===== config.mk =====
export PLATFORM = sky130hd
export DESIGN_NAME = cont12_ctrl_flat
export DESIGN_NICKNAME = d
export VERILOG_FILES = /design/src/rtl/cont12_ctrl_if.sv /design/src/rtl/cont12_ctrl.sv /design/src/flat_wrapper.sv
export SDC_FILE = /design/constraint.sdc
export NUM_CORES = 1
export LEC_CHECK = 0
export ABC_AREA = 1
export CELL_PAD_IN_SITES_DETAIL_PLACEMENT = 1
export CELL_PAD_IN_SITES_GLOBAL_PLACEMENT = 1
export CORE_MARGIN = 2
export CORE_UTILIZATION = 44
export CTS_BUF_LIST = sky130_fd_sc_hd__clkbuf_4
export DETAILED_ROUTE_END_ITERATION = 6
export DONT_BUFFER_PORTS = 1
export PLACE_DENSITY = 0.9
export SKIP_CTS_REPAIR_TIMING = 1
export SLEW_MARGIN = 5
export SYNTH_ARGS = -nofsm -noshare
export SYNTH_HDL_FRONTEND = slang
export SYNTH_SLANG_ARGS = --single-unit

===== constraint.sdc =====
create_clock -name clk -period 3.9 [get_ports clk]
set_input_delay 0.78 -clock clk [delete_from_list [all_inputs] [get_ports clk]]
set_output_delay 0.78 -clock clk [all_outputs]
set_load 0.02 [all_outputs]

===== src/rtl/cont12_ctrl_if.sv =====
// Bundle of host/front-panel controls, counter feedback and counter drive
// for the cont12 run-control sequencer.
interface cont12_ctrl_if #(
  parameter int W = 12
);
  logic         start;
  logic         stop;
  logic         step;
  logic         jmp_req;
  logic [W-1:0] jmp_addr;
  logic         limit_we;
  logic [W-1:0] limit_in;
  logic         wrap_en;
  logic [W-1:0] cont;

  logic         enable;
  logic         loact;
  logic [W-1:0] load;
  logic         busy;
  logic         done;
  logic         jmp_ack;
  logic         jmp_err;
  logic [1:0]   state;

  // Host side: issues commands and supplies the counter read-back.
  modport master (
    output start, stop, step, jmp_req, jmp_addr,
           limit_we, limit_in, wrap_en, cont,
    input  enable, loact, load, busy, done, jmp_ack, jmp_err, state
  );

  // Sequencer side.
  modport slave (
    input  start, stop, step, jmp_req, jmp_addr,
           limit_we, limit_in, wrap_en, cont,
    output enable, loact, load, busy, done, jmp_ack, jmp_err, state
  );
endinterface


===== src/rtl/cont12_ctrl.sv =====
// Run-control sequencer for the 12-bit loadable counter: continuous run,
// single step, jumps and terminate/wrap at a programmable limit.
//
// state | meaning
// ------+-----------------------------------------------------------
// IDLE  | counter held; jumps serviced; start -> RUN, step -> STEP
// RUN   | counting; stop > jump > at-limit (wrap/done) > increment
// STEP  | one-cycle single increment (or wrap), then back to IDLE
// DONE  | limit reached without wrap; start restarts from 0
module cont12_ctrl #(
  parameter int           W             = 12,
  parameter logic [W-1:0] DEFAULT_LIMIT = 12'hFFF
) (
  input  logic         clk,
  input  logic         reset,
  cont12_ctrl_if.slave bus
);

  typedef enum logic [1:0] {
    S_IDLE = 2'b00,
    S_RUN  = 2'b01,
    S_STEP = 2'b10,
    S_DONE = 2'b11
  } state_t;

  state_t       r_state;
  state_t       w_next;
  logic [W-1:0] r_limit;
  logic         w_at_lim;
  logic         w_jmp_ok;

  // Compare is >= so a limit written below the current count still stops/wraps.
  assign w_at_lim = (bus.cont >= r_limit);
  assign w_jmp_ok = (bus.jmp_addr <= r_limit);

  assign bus.busy  = (r_state == S_RUN) || (r_state == S_STEP);
  assign bus.done  = (r_state == S_DONE);
  assign bus.state = r_state;

  // State and limit registers; a limit write takes effect next cycle.
  always_ff @(posedge clk or negedge reset) begin
    if (!reset) begin
      r_state <= S_IDLE;
      r_limit <= DEFAULT_LIMIT;
    end else begin
      r_state <= w_next;
      if (bus.limit_we) begin
        r_limit <= bus.limit_in;
      end
    end
  end

  // Next-state selection with the per-state command priorities.
  always_comb begin
    w_next = r_state;
    case (r_state)
      S_IDLE: begin
        if (bus.start) begin
          w_next = S_RUN;
        end else if (bus.step) begin
          w_next = S_STEP;
        end
      end
      S_RUN: begin
        if (bus.stop) begin
          w_next = S_IDLE;
        end else if (!bus.jmp_req && w_at_lim && !bus.wrap_en) begin
          w_next = S_DONE;
        end
      end
      S_STEP: begin
        w_next = S_IDLE;
      end
      S_DONE: begin
        if (bus.start) begin
          w_next = S_RUN;
        end else if (bus.jmp_req || bus.stop) begin
          w_next = S_IDLE;
        end
      end
      default: w_next = S_IDLE;
    endcase
  end

  // Counter drive and jump handshake; sampled by the counter on the same edge.
  always_comb begin
    bus.enable  = 1'b0;
    bus.loact   = 1'b0;
    bus.load    = '0;
    bus.jmp_ack = 1'b0;
    bus.jmp_err = 1'b0;
    case (r_state)
      S_IDLE: begin
        if (bus.jmp_req) begin
          bus.loact   = w_jmp_ok;
          bus.load    = w_jmp_ok ? bus.jmp_addr : '0;
          bus.jmp_ack = w_jmp_ok;
          bus.jmp_err = !w_jmp_ok;
        end
      end
      S_RUN: begin
        if (!bus.stop) begin
          if (bus.jmp_req) begin
            bus.loact   = w_jmp_ok;
            bus.load    = w_jmp_ok ? bus.jmp_addr : '0;
            bus.jmp_ack = w_jmp_ok;
            bus.jmp_err = !w_jmp_ok;
          end else if (w_at_lim) begin
            bus.loact = bus.wrap_en;
          end else begin
            bus.enable = 1'b1;
          end
        end
      end
      S_STEP: begin
        if (!w_at_lim) begin
          bus.enable = 1'b1;
        end else begin
          bus.loact = bus.wrap_en;
        end
      end
      S_DONE: begin
        if (bus.start) begin
          bus.loact = 1'b1;
        end else if (bus.jmp_req) begin
          bus.loact   = w_jmp_ok;
          bus.load    = w_jmp_ok ? bus.jmp_addr : '0;
          bus.jmp_ack = w_jmp_ok;
          bus.jmp_err = !w_jmp_ok;
        end
      end
      default: ;
    endcase
  end

endmodule


===== src/flat_wrapper.sv =====
// flat-port wrapper written by rule: the top's interface ports become plain ports
module cont12_ctrl_flat 
#(
  parameter int           W             = 12,
  parameter logic [W-1:0] DEFAULT_LIMIT = 12'hFFF
)
  (clk, reset, bus_start, bus_stop, bus_step, bus_jmp_req, bus_jmp_addr, bus_limit_we, bus_limit_in, bus_wrap_en, bus_cont, bus_enable, bus_loact, bus_load, bus_busy, bus_done, bus_jmp_ack, bus_jmp_err, bus_state);
  cont12_ctrl_if #(.W(W)) bus_i ();
  input  logic clk;
  input  logic reset;
  input wire logic [$bits(bus_i.start)-1:0] bus_start;
  input wire logic [$bits(bus_i.stop)-1:0] bus_stop;
  input wire logic [$bits(bus_i.step)-1:0] bus_step;
  input wire logic [$bits(bus_i.jmp_req)-1:0] bus_jmp_req;
  input wire logic [$bits(bus_i.jmp_addr)-1:0] bus_jmp_addr;
  input wire logic [$bits(bus_i.limit_we)-1:0] bus_limit_we;
  input wire logic [$bits(bus_i.limit_in)-1:0] bus_limit_in;
  input wire logic [$bits(bus_i.wrap_en)-1:0] bus_wrap_en;
  input wire logic [$bits(bus_i.cont)-1:0] bus_cont;
  output wire logic [$bits(bus_i.enable)-1:0] bus_enable;
  output wire logic [$bits(bus_i.loact)-1:0] bus_loact;
  output wire logic [$bits(bus_i.load)-1:0] bus_load;
  output wire logic [$bits(bus_i.busy)-1:0] bus_busy;
  output wire logic [$bits(bus_i.done)-1:0] bus_done;
  output wire logic [$bits(bus_i.jmp_ack)-1:0] bus_jmp_ack;
  output wire logic [$bits(bus_i.jmp_err)-1:0] bus_jmp_err;
  output wire logic [$bits(bus_i.state)-1:0] bus_state;
  assign bus_i.start = bus_start;
  assign bus_i.stop = bus_stop;
  assign bus_i.step = bus_step;
  assign bus_i.jmp_req = bus_jmp_req;
  assign bus_i.jmp_addr = bus_jmp_addr;
  assign bus_i.limit_we = bus_limit_we;
  assign bus_i.limit_in = bus_limit_in;
  assign bus_i.wrap_en = bus_wrap_en;
  assign bus_i.cont = bus_cont;
  assign bus_enable = bus_i.enable;
  assign bus_loact = bus_i.loact;
  assign bus_load = bus_i.load;
  assign bus_busy = bus_i.busy;
  assign bus_done = bus_i.done;
  assign bus_jmp_ack = bus_i.jmp_ack;
  assign bus_jmp_err = bus_i.jmp_err;
  assign bus_state = bus_i.state;
  cont12_ctrl #(.W(W), .DEFAULT_LIMIT(DEFAULT_LIMIT)) u_core (.clk(clk), .reset(reset), .bus(bus_i));
endmodule

==> summary.txt <==
Setup path
  – Critical path arrival: between 2000 and 3000 ps
  – Worst r2r src: u_core.r_limit[11]
  – Cell count of the worst reg-to-reg path: 13
  – WS Path Type: flop to primary output
  – R2r setup slk: between 1500 and 2000 ps
  – CP Launch Type: flop
  – CP max FO: 12
  – Worst Setup End Kind: primary output
  – Crit path required time: roughly 3100 ps
  – R2R Path End: u_core.bus.state[0]

Job
  – Max-cap violations: 0

Die
  – Core region area: between 0.003 and 0.004 sq mm
  – Die extent in x: about 64 microns
  – Die area: approximately 0.0040 sq mm
  – Io pins: 64
  – Die height: approximately 64 microns
  – Initial core utilization: 0.4650
  – FP Rows: 21

Timing
  – Fin Hold WS: between 150 and 200 ps
  – Fin crit period: between 3000 and 4000 ps
  – RSZ-0062 raised after global routing: no
  – Fmax: between 0.2 and 0.3 GHz
  – Setup Viol. Count Final: 0
  – Setup ws final: roughly 530 ps
  – Slew @ Worst Pin: approximately 650 ps
  – Final Cycle Share: 0.8636
  – Final hold vios: 0
  – Final Skew: about 1.5 ps
  – Fin. max-slew vios: 0
  – Setup TNS Final: 0 ps
  – Slew Limit Headroom: 0.5666

Clocking
  – H-tree levels: 1
  – Reg clk slew, reported paths: 80 ps
  – CTS tree: yes
  – CTS root buffer: clkbuf_4
  – Total CTS buffers: 3
  – Clk_lat worst skew: about 270 ps
  – Clk sink count: 14
  – Clock Path Buffers: 2

Synthesis
  – Post-Syn Nets: approximately 290
  – Mapped Area: about 0.0016 sq mm
  – Sequential area share after synthesis: 0.2336
  – Yosys cell types: 20
  – FF+latch count, synth: 14
  – Mapped Cells: about 220
  – Synth Warn #: 0
  – Mean Syn Cell Area: around 7.2 sq um

Global routing
  – Gr ovfl total: 0
  – Antenna violations before repair: 0
  – Largest net degree at the start of global routing: 24
  – Vias in the first global route: about 1500
  – First-pass GRT wire length: approximately 6200 microns
  – Total GRT Usage: 0.1927

Placement
  – PortBufs: 0
  – Placed insts: 259
  – Routability cong.: 0.7801
  – Post-place setup slack: around 650 ps
  – DP HPWL: ~3300 microns

Pwr
  – LEAKAGE: roughly 0.87 nW
  – Power per cell area: 392.2 mW/mm^2
  – Max IR drop VDD: 0.0002073 V
  – Tot Pwr: 0.6355 mW

Route
  – Post-DR vias/cell: roughly 5
  – Vias: roughly 1300
  – Routed WL: roughly 3600 microns
  – DRT antenna net count: 0
  – Detailed Route Iter0 Violations: 39
  – DRC: 0
  – Drt wl/cell: ~14 microns
  – DRT Pass-1 Iters: 4

Layout
  – Antenna cells: 0
  – Fin cells: between 200 and 300
  – Fraction of layout cells with a size suffix above 1: 0.1613
  – Nets: a little under 300
  – Area Overhead vs Synth: 3.600%

Hold path
  – Min-Delay Path Class: primary input to asynchronous set/reset pin

Run status
  – Outcome: finished, final reports clean
[synth_stat cells (all sizes together)]
library cell  count  area, sq um
dfrtp             2        50.05
clkbuf            2        7.510
o21ai            14        70.07
inv              46        172.7
dfstp            12        315.3
mux2              1        11.26
nand3             7        35.03
a21o              1        7.510
o31ai             1        7.510
nor3b             1        7.510
nand4             4        31.28
nor2             28        195.2
a21oi             9        45.04
nand2            58        225.2
ha               29        362.9
buf               1        20.02
[sequential cells by signal, indices dropped and copies added, names as in the netlist]
signal and flops:
u_core.r_limit 12, u_core.bus.state 2
[cell type report]
class,count,area (sq um)
Clock buffer,3,22.52
Clock inverter,1,3.754
Fill cell,471,1743
Inverter,46,172.7
Multi-Input combinational cell,153,998.5
Sequential cell,14,365.4
Tap cell,46,57.56
[how the worst max path moves through the flow]
stage,from,end,slack (ps),depth (start not counted)
after detailed placement,bus_jmp_addr[11],bus_load[0],650,12
final,u_core.r_limit[11],bus_load[0],530,13
after CTS,u_core.r_limit[11],bus_load[0],540,13
after global routing,u_core.r_limit[11],bus_load[0],310,13
after global placement,bus_jmp_addr[11],bus_load[0],700,12
after floorplan,bus_jmp_addr[11],bus_load[10],1000,13
[power by group]
group | switching, mW | internal (mW)
logic | 0.245 | 0.107
registers | 0.0290 | 0.173
clock network | 0.0440 | 0.0370
[worst max-delay path: stages (launching register included)]
cell and delay, ps:
dfstp_2 520, inv_1 80, ha_1 300, nand2_1 90, inv_2 40, nand2_2 80, nor2_4 50, nand2_1 60
nand3_1 130, nand2_2 110, nand2_2 70, nor2_4 170, inv_2 220, nor2_1 380
[routing by layer]
metal	up-vias	wire (microns)	GRT usage
met4	0	67	0.07065
met3	9	143	0.02143
met5	-	0	0
met2	46	1758	0.3566
met1	614	1654	0.2262
li1	672	-	-
[placed cells by master (no fill, tap or decap), types with 7 or more instances in the layout]
master   count
nor2_1      16
a21oi_1      9
nor2_4      12
dfstp_2     12
o21ai_0     14
inv_1       43
nand3_1      7
ha_1        29
nand2_1     55
[stage by stage]
step                      utilization  area [sq um]
after floorplan                     -          1564
after global placement         0.4740          1594
after detailed placement       0.4740          1594
after CTS                      0.4818          1620
after global routing           0.4818          1620
final                          0.4818          1620
[cell families (layout without fill, tap and decap cells)]
logic type      after synthesis  after routing  share of synthesized area
compound gates               25             25                    0.08320
buf+inv                      49             50                     0.1280
flops                        14             14                     0.2336
simple gates                 98             98                     0.3160
fa+ha+maj                    29             29                     0.2320
mux                           1              1                   0.007199
Note: power is estimated with default switching activity, not from simulation.
